$ cat config.mk
export PLATFORM = sky130hd
export DESIGN_NAME = multicycle_controller_flat
export DESIGN_NICKNAME = d
export VERILOG_FILES = /design/src/rtl/multicycle_controller_if.sv /design/src/rtl/multicycle_controller.sv /design/src/flat_wrapper.sv
export SDC_FILE = /design/constraint.sdc
export NUM_CORES = 1
export LEC_CHECK = 0
export ABC_AREA = 1
export BUFFER_PORTS_ARGS = -buffer_cell sky130_fd_sc_hd__buf_2
export CELL_PAD_IN_SITES_DETAIL_PLACEMENT = 0
export CELL_PAD_IN_SITES_GLOBAL_PLACEMENT = 1
export CORE_MARGIN = 3
export CORE_UTILIZATION = 24
export DETAILED_ROUTE_END_ITERATION = 7
export PLACE_DENSITY = 0.78
export SLEW_MARGIN = 30
export SYNTH_ARGS = -nofsm -noshare
export SYNTH_HDL_FRONTEND = slang
export SYNTH_SLANG_ARGS = --single-unit
$ cat constraint.sdc
create_clock -name clk -period 1.5 [get_ports clk]
set_input_delay 0.45 -clock clk [delete_from_list [all_inputs] [get_ports clk]]
set_output_delay 0.45 -clock clk [all_outputs]
set_load 0.05 [all_outputs]
$ cat src/rtl/multicycle_controller_if.sv
// Control bundle between the multicycle main FSM (master) and the datapath/decoders (slave).
interface multicycle_controller_if;
    logic [1:0] Op;
    logic [5:0] Funct;
    logic       NoWrite;
    logic       MemReady;
    logic       IRWrite;
    logic       NextPC;
    logic       RegW;
    logic       MemW;
    logic       MemReq;
    logic       Branch;
    logic       AdrSrc;
    logic [1:0] ALUSrcA;
    logic [1:0] ALUSrcB;
    logic [1:0] ResultSrc;
    logic       ALUOp;
    logic       Illegal;

    modport master (
        input  Op, Funct, NoWrite, MemReady,
        output IRWrite, NextPC, RegW, MemW, MemReq, Branch, AdrSrc,
               ALUSrcA, ALUSrcB, ResultSrc, ALUOp, Illegal
    );

    modport slave (
        output Op, Funct, NoWrite, MemReady,
        input  IRWrite, NextPC, RegW, MemW, MemReq, Branch, AdrSrc,
               ALUSrcA, ALUSrcB, ResultSrc, ALUOp, Illegal
    );
endinterface

$ cat src/rtl/multicycle_controller.sv
// Main Moore FSM sequencing the shared multicycle datapath (fetch/decode/execute/mem/writeback).
// Define MULTICYCLE_MEM_WAIT_EN to make FETCH/MEMREAD/MEMWRITE hold until MemReady.
module multicycle_controller (
    input  logic                    clk,
    input  logic                    reset,
    multicycle_controller_if.master bus
);
    localparam logic [3:0] S_FETCH    = 4'd0;
    localparam logic [3:0] S_DECODE   = 4'd1;
    localparam logic [3:0] S_MEMADR   = 4'd2;
    localparam logic [3:0] S_MEMREAD  = 4'd3;
    localparam logic [3:0] S_MEMWB    = 4'd4;
    localparam logic [3:0] S_MEMWRITE = 4'd5;
    localparam logic [3:0] S_EXECUTER = 4'd6;
    localparam logic [3:0] S_EXECUTEI = 4'd7;
    localparam logic [3:0] S_ALUWB    = 4'd8;
    localparam logic [3:0] S_BRANCH   = 4'd9;

    logic [3:0] state;
    logic [3:0] state_nxt;
    logic       mem_ready;

`ifdef MULTICYCLE_MEM_WAIT_EN
    assign mem_ready = bus.MemReady;
`else
    // Without the handshake every memory step completes in one cycle.
    assign mem_ready = bus.MemReady | 1'b1;
`endif

    always_ff @(posedge clk) begin
        if (!reset) state <= S_FETCH;
        else        state <= state_nxt;
    end

    always_comb begin
        state_nxt = S_FETCH;
        case (state)
            S_FETCH:    state_nxt = mem_ready ? S_DECODE : S_FETCH;
            S_DECODE: begin
                case (bus.Op)
                    2'b00:   state_nxt = bus.Funct[5] ? S_EXECUTEI : S_EXECUTER;
                    2'b01:   state_nxt = S_MEMADR;
                    2'b10:   state_nxt = S_BRANCH;
                    default: state_nxt = S_FETCH;
                endcase
            end
            S_MEMADR:   state_nxt = bus.Funct[0] ? S_MEMREAD : S_MEMWRITE;
            S_MEMREAD:  state_nxt = mem_ready ? S_MEMWB : S_MEMREAD;
            S_MEMWB:    state_nxt = S_FETCH;
            S_MEMWRITE: state_nxt = mem_ready ? S_FETCH : S_MEMWRITE;
            S_EXECUTER: state_nxt = S_ALUWB;
            S_EXECUTEI: state_nxt = S_ALUWB;
            S_ALUWB:    state_nxt = S_FETCH;
            S_BRANCH:   state_nxt = S_FETCH;
            default:    state_nxt = S_FETCH;
        endcase
    end

    always_comb begin
        bus.IRWrite   = 1'b0;
        bus.NextPC    = 1'b0;
        bus.RegW      = 1'b0;
        bus.MemW      = 1'b0;
        bus.MemReq    = 1'b0;
        bus.Branch    = 1'b0;
        bus.AdrSrc    = 1'b0;
        bus.ALUSrcA   = 2'b00;
        bus.ALUSrcB   = 2'b00;
        bus.ResultSrc = 2'b00;
        bus.ALUOp     = 1'b0;
        bus.Illegal   = 1'b0;
        if (!reset) begin
            // Enables stay low during reset so an aborted instruction writes nothing.
            bus.ALUSrcA   = 2'b01;
            bus.ALUSrcB   = 2'b10;
            bus.ResultSrc = 2'b10;
        end else begin
            case (state)
                S_FETCH: begin
                    bus.ALUSrcA   = 2'b01;
                    bus.ALUSrcB   = 2'b10;
                    bus.ResultSrc = 2'b10;
                    bus.MemReq    = 1'b1;
                    bus.IRWrite   = mem_ready;
                    bus.NextPC    = mem_ready;
                end
                S_DECODE: begin
                    bus.ALUSrcA   = 2'b01;
                    bus.ALUSrcB   = 2'b10;
                    bus.ResultSrc = 2'b10;
                    bus.Illegal   = (bus.Op == 2'b11);
                end
                S_MEMADR: begin
                    bus.ALUSrcB   = 2'b01;
                end
                S_MEMREAD: begin
                    bus.AdrSrc    = 1'b1;
                    bus.MemReq    = 1'b1;
                end
                S_MEMWB: begin
                    bus.ResultSrc = 2'b01;
                    bus.RegW      = 1'b1;
                end
                S_MEMWRITE: begin
                    bus.AdrSrc    = 1'b1;
                    bus.MemReq    = 1'b1;
                    bus.MemW      = 1'b1;
                end
                S_EXECUTER: begin
                    bus.ALUOp     = 1'b1;
                end
                S_EXECUTEI: begin
                    bus.ALUSrcB   = 2'b01;
                    bus.ALUOp     = 1'b1;
                end
                S_ALUWB: begin
                    bus.RegW      = ~bus.NoWrite;
                end
                S_BRANCH: begin
                    bus.ALUSrcA   = 2'b10;
                    bus.ALUSrcB   = 2'b01;
                    bus.ResultSrc = 2'b10;
                    bus.Branch    = 1'b1;
                end
                default: ;
            endcase
        end
    end
endmodule

$ cat src/flat_wrapper.sv
// flat-port wrapper written by rule: the top's interface ports become plain ports
module multicycle_controller_flat 
  (clk, reset, bus_Op, bus_Funct, bus_NoWrite, bus_MemReady, bus_IRWrite, bus_NextPC, bus_RegW, bus_MemW, bus_MemReq, bus_Branch, bus_AdrSrc, bus_ALUSrcA, bus_ALUSrcB, bus_ResultSrc, bus_ALUOp, bus_Illegal);
  multicycle_controller_if bus_i ();
  input  logic clk;
  input  logic reset;
  input wire logic [$bits(bus_i.Op)-1:0] bus_Op;
  input wire logic [$bits(bus_i.Funct)-1:0] bus_Funct;
  input wire logic [$bits(bus_i.NoWrite)-1:0] bus_NoWrite;
  input wire logic [$bits(bus_i.MemReady)-1:0] bus_MemReady;
  output wire logic [$bits(bus_i.IRWrite)-1:0] bus_IRWrite;
  output wire logic [$bits(bus_i.NextPC)-1:0] bus_NextPC;
  output wire logic [$bits(bus_i.RegW)-1:0] bus_RegW;
  output wire logic [$bits(bus_i.MemW)-1:0] bus_MemW;
  output wire logic [$bits(bus_i.MemReq)-1:0] bus_MemReq;
  output wire logic [$bits(bus_i.Branch)-1:0] bus_Branch;
  output wire logic [$bits(bus_i.AdrSrc)-1:0] bus_AdrSrc;
  output wire logic [$bits(bus_i.ALUSrcA)-1:0] bus_ALUSrcA;
  output wire logic [$bits(bus_i.ALUSrcB)-1:0] bus_ALUSrcB;
  output wire logic [$bits(bus_i.ResultSrc)-1:0] bus_ResultSrc;
  output wire logic [$bits(bus_i.ALUOp)-1:0] bus_ALUOp;
  output wire logic [$bits(bus_i.Illegal)-1:0] bus_Illegal;
  assign bus_i.Op = bus_Op;
  assign bus_i.Funct = bus_Funct;
  assign bus_i.NoWrite = bus_NoWrite;
  assign bus_i.MemReady = bus_MemReady;
  assign bus_IRWrite = bus_i.IRWrite;
  assign bus_NextPC = bus_i.NextPC;
  assign bus_RegW = bus_i.RegW;
  assign bus_MemW = bus_i.MemW;
  assign bus_MemReq = bus_i.MemReq;
  assign bus_Branch = bus_i.Branch;
  assign bus_AdrSrc = bus_i.AdrSrc;
  assign bus_ALUSrcA = bus_i.ALUSrcA;
  assign bus_ALUSrcB = bus_i.ALUSrcB;
  assign bus_ResultSrc = bus_i.ResultSrc;
  assign bus_ALUOp = bus_i.ALUOp;
  assign bus_Illegal = bus_i.Illegal;
  multicycle_controller u_core (.clk(clk), .reset(reset), .bus(bus_i));
endmodule
# Word level (Yosys, flattened, before mapping)

Cells that the tools add are included.

Flip-flop bits (word level): 4
Bits in latches: 0
RAM bits: 0
Memory bits (read-only): 0
Input port bits: 12
Output and inout bits: 15
Word-level logic and storage cells: 48
Memories: 0

Add/subtract/negate cells: 0
Multiply operators: 0
Div/mod/pow operators: 0
Order comparisons: 0
Equality and inequality tests: 12
Shifts and indexed selects: 0
Muxes and demuxes: 26
Bitwise gates (word level): 1
Reductions and logical operators: 8

Operators with widths:

| operator           | number |
|---|---|
| $pmux 4 s5         | 1 |
| $eq 4x3->1 const B | 4 |
| $mux 1             | 16 |
| $pmux 2 s2         | 3 |
| $pmux 4 s3         | 1 |
| $reduce_or 3->1    | 3 |
| $eq 4x2->1 const B | 2 |
| $eq 4x4->1 const B | 2 |
| $mux 2             | 3 |
| $reduce_or 2->1    | 3 |
| $eq 2x2->1 const B | 2 |
| $eq 4x1->1 const B | 1 |
| $logic_not 4->1    | 1 |
| $mux 3             | 1 |
| $eq 2x1->1 const B | 1 |
| $logic_not 2->1    | 1 |
| $pmux 1 s2         | 1 |
| $not 1->1          | 1 |

# Logic depth before layout (Yosys ltp)

Depth in word-level cells: 4
Depth in mapped cells: 6
Mapped depth without buffers: 6

# Least setup slack after synthesis

Ideal clock, no wire load.

Path kind: reg-to-output
Start: register u_core.state[0]
End: output port bus_ALUSrcA[1]
Arrival: 1.669 ns
Required time: 1.050 ns
Path slack: -0.619 ns
Cell stages (with the launch flop): 6
Path buffers: 1
Path through: dfxtp_1 -> inv_2 -> nor2_4 -> nand3_2 -> nor2_1 -> buf_4

Longest elaborated chain between the ends: 4
Elaborated cells between the ends (all ways): 6

RTL lines:

| item                                          | line                        | source |
|---|---|---|
| from (decl)                                   | multicycle_controller.sv:19 | `logic [3:0] state;` |
| from (signal assigned)                        | multicycle_controller.sv:32 | `else state <= state_nxt;` |
| $eq 4x1->1 or $logic_not 4->1 (tied branches) | multicycle_controller.sv:78 | `case (state)` |
| $reduce_or 2->1 (no line)                     | n/a                         |  |
| $pmux 2 s2 *                                  | multicycle_controller.sv:78 |  |
| $mux 2 *                                      | multicycle_controller.sv:72 | `if (!reset) begin` |
| to (decl)                                     | flat_wrapper.sv:18          | `output wire logic [$bits(bus_i.ALUSrcA)-1:0] bus_ALUSrcA;` |

Every way passes the cells marked *; elsewhere a longest branch is shown, timed or not.

# Worst setup path after layout

Start: register u_core.state[0]
End: output port bus_ALUSrcB[0]

Longest elaborated chain between the ends: 4
Elaborated cells between the ends (all ways): 9

RTL lines:

| item                                                         | line                        | source |
|---|---|---|
| $eq 4x2->1, or another cell as far along                     | multicycle_controller.sv:78 |  |
| $reduce_or 3->1 (no line) or $reduce_or 2->1 (tied branches) | n/a                         |  |
| $pmux 2 s2 *                                                 | multicycle_controller.sv:78 |  |
| $mux 2 *                                                     | multicycle_controller.sv:72 |  |
| to (decl)                                                    | flat_wrapper.sv:19          | `output wire logic [$bits(bus_i.ALUSrcB)-1:0] bus_ALUSrcB;` |

Marks and branches as above.

==> impl_metrics.py <==
metrics = {
    "yosys": {
        "async_reset_ff_frac": 0,
        "synth_commonest_cells": "nand2_1, nand3_1, nor2_1",
        "ys_ff_latch": 4,
        "seq_area_frac_synth": 0.206,
        "synth.distinct_cells": 20,
        "yosys.area.top_type": "dfxtp_1",
        "syn_inst": 63,
        "synth_area_per_cell_um2": 6.18,
        "synthesis.nets": 75,
        "synth_top_area_frac": 0.206,
        "synth_warnings": 0,
        "synthTopCellsByArea": "dfxtp_1, nand3_1, nand2_1",
        "synthFlopType": "dfxtp_1",
        "syn_area_um2": 389,
        "synth_edf_count": 0,
        "yosysMostFrequentCell": "nand2_1",
    },
    "clock_tree": {
        "cts_tree": "yes",
        "clk_pin_slew_ps": 40,
        "hold_buffers": 0,
        "h-tree-depth": 1,
        "numCtsBuffers": 3,
        "cts_buffer_depth": 2,
        "clk_latency_ps": 240,
        "root_buffer": "clkbuf_4",
        "clock-sinks": 4,
    },
    "timing": {
        "timing.final.ws_setup_ps": -208,
        "setup_viol": 15,
        "fin_crit_sh": 1.14,
        "hold_violations": 0,
        "fmax_mhz": 586,
        "slew_headroom": 0.893,
        "hold_ws_ps": 486,
        "worst_pin_slew_ps": 159,
        "drv_slew": 0,
        "setup-tns-final_ps": -2080,
        "rsz0062_at_grt": "yes",
        "skew_ps": 2.36,
        "period_needed_ps": 1710,
    },
    "setup_path": {
        "rr_startpoint": "u_core.state[0]",
        "end_kind": "output port",
        "r2r_slack_ps": 430,
        "cp.required_ps": 1050,
        "timing_worst_setup_path_type": "flop to output port",
        "cp_data_arrival_time_ps": 1260,
        "critPathMaxFanout": 5,
        "crit_path_start_kind": "flop",
        "startpoint": "u_core.state[0]",
    },
    "final_layout": {
        "regMostFlops": "u_core.state",
        "drive_gt1_frac": 0.776,
        "final_cells": 122,
        "finish.instance_area_um2": 926,
        "nNetsFinal": 120,
        "diodes": 0,
        "areaGrowthSynthToFinish_pct": 138,
        "fill_cells": 116,
        "reg_top3": "u_core.state (4)",
        "largest_reg_flops": 4,
    },
    "worst_hold_path": {
        "hold_start": "bus_Funct[0]",
        "hold_class": "primary input to flop",
    },
    "global_routing": {
        "antenna_found_initial": 0,
        "grt_pass1_vias": 525,
        "grt_max_degree": 7,
        "grt_pass1_wl_um": 2100,
        "grt_use_total": 0.140,
        "overflow": 0,
    },
    "power_and_ir_drop": {
        "powerDensity_mw_per_mm2": 658,
        "finalPower_uw": 609,
        "p_leak_uw": 0.000455,
        "peakVddDrop_uv": 408,
    },
    "route": {
        "first_pass_iters": 4,
        "antenna_left": 0,
        "via_per_inst": 4.64,
        "postRouteWirelength_um": 1440,
        "wire_per_inst_um": 11.8,
        "num_vias": 566,
        "post-route-drc-count": 0,
        "drt_iter0_drc": 8,
    },
    "status": {
        "violations": "negative setup slack",
        "outcome": "complete, but fails checks",
    },
    "floorplan": {
        "die_height_um": 46.3,
        "die-area_mm2": 0.00214,
        "ios": 27,
        "fp-row-count": 13,
        "start_util": 0.275,
        "core_area_mm2": 0.00142,
        "die-width_um": 46.3,
    },
    "place": {
        "io_buffers": 21,
        "place.gp.congestion": 0.730,
        "dpl.cell_count": 113,
        "dpl_cell_area_um2": 668,
        "dp_hpwl_um": 972,
    },
    "flow_run": {
        "timing.max_cap.violations": 0,
    },
}
[per-stage QoR]
stage / worst slack, ps / util
detailed placement: -145 / 0.472
floorplan: -99.5 / -
finish: -208 / 0.654
global placement: -139 / 0.472
CTS: -209 / 0.585
global route: -285 / 0.654
[final timing paths]
kind	to	depth (start not counted)
hold / removal	u_core.state[1]	3
setup / recovery	bus_ALUSrcB[0]	7
setup reg to reg	u_core.state[2]	6
hold reg to reg	u_core.state[0]	4
[worst max-delay path: stages, from the launching register on]
cell and delay (ps):
dfxtp_4 380, inv_4 50, buf_4 130, nand3_1 90, nand3_2 100, nand2_2 80
inv_2 40, buf_8 140
[area by class of cell]
class / instances / area, µm² / share of cell area
well taps: 15 / 18.8 / 0.0203
repair buffers: 44 / 398 / 0.430
multi-input cells: 44 / 334 / 0.361
inverters: 11 / 53.8 / 0.0581
flip-flops and latches: 4 / 95.1 / 0.103
clock buffers: 4 / 26.3 / 0.0284
[report_power, final]
| group | internal, µW | switching, µW |
|---|---|---|
| combinational | 141 | 183 |
| sequential | 112 | 15.6 |
| clock | 101 | 56.6 |
[routing by layer]
metal / vias up / share of wire / track usage / wire length [µm]
li1: 287 / - / - / -
met2: 21 / 0.55 / 0.242 / 788
met4: 0 / 0.0063 / 0.0682 / 9
met5: - / 0 / 0 / 0
met3: 2 / 0.064 / 0.0352 / 92
met1: 256 / 0.38 / 0.157 / 547
[cell usage in the layout (no fill, tap or decap)]
master	instances
inv_4	1
inv_6	1
inv_1	3
nor2_1	3
nand3_1	4
nand3b_1	1
a21oi_2	1
o21ai_2	1
nor3_1	1
dfxtp_4	4
clkbuf_4	3
o21ai_0	1
buf_6	10
nand2_4	3
buf_8	6
clkinv_2	1
buf_4	22
a21oi_1	2
clkbuf_1	1
nor2_2	1
nand3_4	1
buf_2	6
nand4_1	2
nand2_2	5
o211ai_1	1
nor2_4	8
clkinvlp_4	1
inv_2	4
nand2_1	5
nand3_2	4
[logic make-up after synthesis]
group,Yosys count,share of synthesized area
AND/OR/NAND/NOR,38,0.505
flip-flops,4,0.206
buffers and inverters,15,0.196
AO/OA/AOI/OAI,6,0.0932
[repair_timing]
item                                   4_1_cts  5_1_grt
endpoints found under the hold margin        0        0
pin swaps                                    1        8
gates resized for setup                     38       23
setup endpoints to repair                   15       15
setup buffers                                2        3
gates cloned                                 0        0
(Power assumes the default switching activity.)
